[config.mk]
export PLATFORM = sky130hd
export DESIGN_NAME = max7219_frame_driver
export DESIGN_NICKNAME = d
export VERILOG_FILES = /design/src/rtl/max7219_frame_driver.sv
export SDC_FILE = /design/constraint.sdc
export NUM_CORES = 1
export LEC_CHECK = 0
export CAP_MARGIN = 0
export CORE_MARGIN = 5
export CORE_UTILIZATION = 35
export CTS_CLUSTER_SIZE = 40
export DETAILED_ROUTE_END_ITERATION = 10
export GPL_TIMING_DRIVEN = 0
export PLACE_DENSITY = 0.62
export SKIP_CTS_REPAIR_TIMING = 1
export SLEW_MARGIN = 20
export SYNTH_ARGS = -nofsm -noshare
export SYNTH_HDL_FRONTEND = slang
export SYNTH_SLANG_ARGS = --single-unit
[constraint.sdc]
create_clock -name clk -period 2.8 [get_ports clk]
set_input_delay 0.42 -clock clk [delete_from_list [all_inputs] [get_ports clk]]
set_output_delay 0.42 -clock clk [all_outputs]
set_load 0.02 [all_outputs]
[src/rtl/max7219_frame_driver.sv]
// max7219_frame_driver: MAX7219 serial front end with power-up configuration and change-triggered digit refresh
module max7219_frame_driver #(
  parameter int         CLK_DIV    = 2,
  parameter logic [3:0] INTENSITY  = 4'h8,
  parameter logic [2:0] SCAN_LIMIT = 3'd7
) (
  input  logic        clk,
  input  logic        rst_l,
  input  logic [63:0] digits,
  input  logic        update,
  output logic        busy,
  output logic        init_done,
  output logic        max_din,
  output logic        max_clk,
  output logic        max_cs
);
  localparam int DW = $clog2(2 * CLK_DIV) + 1;
  localparam logic [DW-1:0] HALF     = DW'(CLK_DIV);
  localparam logic [DW-1:0] HALF_TOP = DW'(CLK_DIV - 1);
  localparam logic [DW-1:0] BIT_TOP  = DW'(2 * CLK_DIV - 1);

  typedef enum logic [2:0] {INIT, IDLE, LOAD, SHIFT, HOLD, GAP} state_t;

  state_t        state_q, state_d;
  logic [DW-1:0] cnt_q, cnt_d;
  logic [3:0]    bit_q, bit_d;
  logic [2:0]    frm_q, frm_d;
  logic [15:0]   sr_q, sr_d;
  logic [63:0]   snap_q, snap_d;
  logic          pend_q, pend_d;
  logic          clk_q, clk_d;
  logic          cs_q, cs_d;
  logic          busy_q, busy_d;
  logic          init_done_q, init_done_d;
  logic          trig, load, word_ini;

  function automatic logic [15:0] frame_word(input logic ini, input logic [2:0] idx, input logic [63:0] s);
    if (!ini) return {8'(idx) + 8'd1, s[{idx, 3'b000} +: 8]};
    return idx == 3'd0 ? 16'h0C01 :
           idx == 3'd1 ? 16'h0900 :
           idx == 3'd2 ? {8'h0B, 5'd0, SCAN_LIMIT} :
           idx == 3'd3 ? {8'h0A, 4'd0, INTENSITY} : 16'h0F00;
  endfunction

  assign trig      = update | pend_q | (digits != snap_q);
  assign max_din   = sr_q[15];
  assign max_clk   = clk_q;
  assign max_cs    = cs_q;
  assign busy      = busy_q;
  assign init_done = init_done_q;

  // Frame sequencer: bit timing, frame selection and refresh triggering
  always_comb begin
    state_d     = state_q;
    cnt_d       = cnt_q;
    bit_d       = bit_q;
    frm_d       = frm_q;
    sr_d        = sr_q;
    snap_d      = snap_q;
    pend_d      = pend_q | update;
    clk_d       = 1'b0;
    cs_d        = 1'b1;
    init_done_d = init_done_q;
    load        = 1'b0;
    word_ini    = !init_done_q;
    case (state_q)
      INIT: begin
        load  = 1'b1;
        frm_d = 3'd0;
      end
      IDLE: if (trig) begin
        load   = 1'b1;
        frm_d  = 3'd0;
        snap_d = digits;
        pend_d = 1'b0;
      end
      LOAD, SHIFT: begin
        cs_d = 1'b0;
        if (cnt_q == BIT_TOP) begin
          cnt_d   = '0;
          sr_d    = sr_q << 1;
          bit_d   = bit_q + 4'd1;
          state_d = bit_q == 4'd15 ? HOLD : SHIFT;
        end else begin
          cnt_d   = cnt_q + 1'b1;
          state_d = SHIFT;
          clk_d   = cnt_d >= HALF;
        end
      end
      HOLD: if (cnt_q == HALF_TOP) begin
        state_d = GAP;
        cnt_d   = '0;
      end else begin
        cnt_d = cnt_q + 1'b1;
        cs_d  = 1'b0;
      end
      GAP: if (cnt_q == BIT_TOP) begin
        cnt_d = '0;
        if (!init_done_q && frm_q == 3'd4) begin
          init_done_d = 1'b1;
          word_ini    = 1'b0;
          load        = 1'b1;
          frm_d       = 3'd0;
          snap_d      = digits;
          pend_d      = 1'b0;
        end else if (init_done_q && frm_q == 3'd7) begin
          state_d = IDLE;
        end else begin
          load  = 1'b1;
          frm_d = frm_q + 3'd1;
        end
      end else begin
        cnt_d = cnt_q + 1'b1;
      end
      default: state_d = INIT;
    endcase
    if (load) begin
      state_d = LOAD;
      cnt_d   = '0;
      bit_d   = 4'd0;
      cs_d    = 1'b0;
      clk_d   = 1'b0;
      sr_d    = frame_word(word_ini, frm_d, snap_d);
    end
    busy_d = (state_d != IDLE) | pend_d | (digits != snap_d);
  end

  // State and registered pin drivers; reset aborts any frame in flight
  always_ff @(posedge clk or negedge rst_l) begin
    if (!rst_l) begin
      state_q     <= INIT;
      cnt_q       <= '0;
      bit_q       <= 4'd0;
      frm_q       <= 3'd0;
      sr_q        <= 16'd0;
      snap_q      <= 64'd0;
      pend_q      <= 1'b1;
      clk_q       <= 1'b0;
      cs_q        <= 1'b1;
      busy_q      <= 1'b1;
      init_done_q <= 1'b0;
    end else begin
      state_q     <= state_d;
      cnt_q       <= cnt_d;
      bit_q       <= bit_d;
      frm_q       <= frm_d;
      sr_q        <= sr_d;
      snap_q      <= snap_d;
      pend_q      <= pend_d;
      clk_q       <= clk_d;
      cs_q        <= cs_d;
      busy_q      <= busy_d;
      init_done_q <= init_done_d;
    end
  end
endmodule
==> results.json <==
{
  "cap_violations": 0,
  "rsz0062_at_grt": "yes",
  "num_vias": 4957,
  "critical_path_buf_inv_count": 3,
  "cts_buffers": 9,
  "worstSetupEndpointType": "flip-flop",
  "ir_drop_mv": 0.243,
  "post-place-ws_ns": -1.10,
  "post-dp-hpwl_microns": 13200,
  "grt_max_degree": 69,
  "hold_violations": 0,
  "drt-vias-per-instance": 5.45,
  "synth_ff_type": "dfrtp_1",
  "antennaDiodeCount": 0,
  "syn_to_final_growth_pct": 37.1,
  "hp-class": "in2reg",
  "wl_per_cell_microns": 20.0,
  "status": "complete, but fails checks",
  "layout_commonest_cell": "dfrtp_1",
  "cts_sinks": 98,
  "path_common_cell": "buf_12",
  "worstPathArrival_ns": 3.44,
  "die_w_microns": 140,
  "drt_wl_total_microns": 18200,
  "nNetsFinal": 766,
  "startpoint": "digits[19]",
  "grt.total_usage_pct": 17.5,
  "clock_latency_ns": 0.35,
  "fillerInstances": 1498,
  "ios": 72,
  "synth_compound_area_share_pct": 13.8,
  "ys_ff_latch": 98,
  "gp_congestion": 0.920,
  "cp_top_family": "compound AO/OA/AOI/OAI gates",
  "ff2ff_path_depth": 12,
  "syn_inst": 573,
  "grt_pass1_wl_microns": 26900,
  "crit_type": "in2reg",
  "placed_area_sq_um": 7060,
  "whs_ns": 0.370,
  "required_ns": 3.04,
  "yosysUniqueCellTypes": 76,
  "worst_slack_ns": -0.401,
  "die_y_microns": 140,
  "path_depth": 13,
  "synth_area_sq_um": 5950,
  "seq_area_frac_synth_pct": 41.3,
  "clock_path_buffers": 2,
  "synth_area_per_cell_sq_um": 10.4,
  "drc_errors": 0,
  "yosys.area_share.adder_pct": 2.94,
  "die_area_sq_um": 19700,
  "tritoncts": "built",
  "design_area_sq_um": 8160,
  "htree_levels": 3,
  "crit_chain": "clkdlybuf4s50_1 > nor2b_4 > a2111oi_4 > nand4_1 > nor3_4 > and2_4 > o2bb2ai_4 > buf_12 > buf_12 > mux2_4 > a221oi_2 > nand2_1 > a32o_1",
  "final_layout_size_suffix_gt1_share_pct": 28.2,
  "drv_slew": 0,
  "core-area_sq_um": 16600,
  "synth_edf_count": 0,
  "syn_nets": 654,
  "slowest_stage": "clkdlybuf4s50_1",
  "r2r-start": "snap_q[57]",
  "io_buffers": 71,
  "path_clk_slew_ns": 0.07,
  "multi_input_area_sq_um": 3640,
  "failed_checks": "setup timing",
  "firstDrtPassIters": 5,
  "yosys.area_share.xor_xnor_pct": 6.03,
  "cpPeakStageDelay_ns": 0.44,
  "fmax_mhz": 312,
  "finClkSkew_ns": 0.0139,
  "cellPowerDensity_nw_per_um2": 356,
  "holdCritStartpoint": "digits[41]",
  "fin_crit_ns": 3.20,
  "grt_overflow": 0,
  "ff_latch_area_sq_um": 2460,
  "antenna_found_initial": 0,
  "yosys.area_share.simple_pct": 15.7,
  "power.total_mw": 2.90,
  "finalSetupViolCount": 35,
  "fin_crit_sh_pct": 114,
  "grt_pass1_vias": 4937,
  "synth_top_family_by_area": "simple AND/OR/NAND/NOR gates",
  "layout_common_cells": "dfrtp_1 (94), nand2_1 (52), clkdlybuf4s50_1 (44), nor2_1 (35), mux2_2 (33)",
  "tightestPinTransition_ns": 0.781,
  "ys_warn_count": 0,
  "muxShareOfSynthArea_pct": 14.8,
  "first_iter_violations": 395,
  "maxSlewHeadroom_pct": 47.8,
  "crit_fanout": 7,
  "critPathLaunchType": "primary input",
  "start_util_pct": 35.8,
  "async_reset_ff_share_pct": 100,
  "cts_root_buffer": "clkbuf_16",
  "whs_path_depth": 2,
  "drtAntennaViolNets": 0,
  "cellLeakagePower_nw": 3.81,
  "rows": 47
}
==> area by class of cell <==
class	count	area share (%)
multi-input cells	422	44.6
flip-flops and latches	98	30.1
repair buffers	101	13.5
plain buffers	26	3.53
well taps	220	3.37
clock buffers	11	2.97
inverters	27	1.30
clock inverters	4	0.629
==> stage by stage <==
stage | std cells | util (%) | setup TNS (ns)
floorplan | 573 | - | -0.00504
global placement | 864 | 42.2 | -295.40
detailed placement | 865 | 42.4 | -54.44
CTS | 880 | 44.2 | -21.55
global route | 909 | 49.0 | -13.26
finish | 909 | 49.0 | -8.20
==> final timing paths <==
path                       slack (ns)         end
min in group asynchronous        0.52    cnt_q[2]
setup / recovery                -0.40     sr_q[2]
hold reg to reg                  0.51      pend_q
hold / removal                   0.37  snap_q[41]
setup reg to reg                -0.38     sr_q[2]
max in group asynchronous        1.62  snap_q[10]
==> registers in the layout, indices dropped and copies added (netlist names) <==
| register | cells |
|---|---|
| snap_q | 64 |
| cnt_q | 3 |
| max_clk | 1 |
| max_cs | 1 |
| state_q | 3 |
| init_done | 1 |
| sr_q | 16 |
| frm_q | 3 |
| busy | 1 |
| pend_q | 1 |
| bit_q | 4 |
==> report_power, final <==
part           internal [mW]          switching, mW  total (mW)
combinational          0.118                 0.0994       0.218
clock                  0.715                  0.557        1.27
sequential              1.41  0.0000000000000000227        1.41
total                   2.25                  0.656        2.90
==> layer usage <==
metal / up-vias / part of all wire (%) / GRT usage, %
met5: - / 0 / 0
met4: 0 / 1.8 / 5.41
met3: 26 / 7.1 / 3.78
met2: 185 / 45 / 27.6
met1: 2471 / 46 / 24.1
li1: 2275 / - / -
==> cell usage after synthesis, types with 3 or more instances <==
library cell | count | share of area, %
a2111oi_2 | 4 | 1.0
a211oi_1 | 6 | 0.76
a21oi_1 | 24 | 2.0
a221oi_1 | 3 | 0.44
a31oi_1 | 3 | 0.32
and2_1 | 4 | 0.42
buf_12 | 4 | 1.3
buf_2 | 6 | 0.50
buf_4 | 4 | 0.50
buf_6 | 5 | 0.95
clkbuf_1 | 6 | 0.38
dfrtp_1 | 95 | 40
dfstp_2 | 3 | 1.3
ha_1 | 14 | 2.9
inv_1 | 22 | 1.4
inv_2 | 4 | 0.25
mux2_1 | 17 | 3.2
mux2_2 | 39 | 7.4
mux2_4 | 8 | 2.0
mux2i_1 | 13 | 2.2
nand2_1 | 53 | 3.3
nand2b_1 | 21 | 2.2
nand3_1 | 12 | 1.0
nand4_1 | 7 | 0.74
nor2_1 | 38 | 2.4
nor2b_1 | 17 | 1.8
nor3_1 | 7 | 0.59
nor4_1 | 8 | 0.84
o2111ai_1 | 9 | 1.3
o21ai_0 | 12 | 1.0
o22ai_1 | 11 | 1.2
or3_1 | 3 | 0.32
xnor2_1 | 19 | 2.8
xor2_1 | 22 | 3.2
==> cells by family (layout without fill, tap and decap cells) <==
logic type | after synthesis | in the layout
buffers and inverters | 53 | 169
adder cells (fa/ha/maj) | 14 | 14
multiplexers | 77 | 77
AND/OR/NAND/NOR | 183 | 183
AO/OA/AOI/OAI | 107 | 107
XOR/XNOR | 41 | 41
flip-flops | 98 | 98
(Power assumes the default switching activity.)
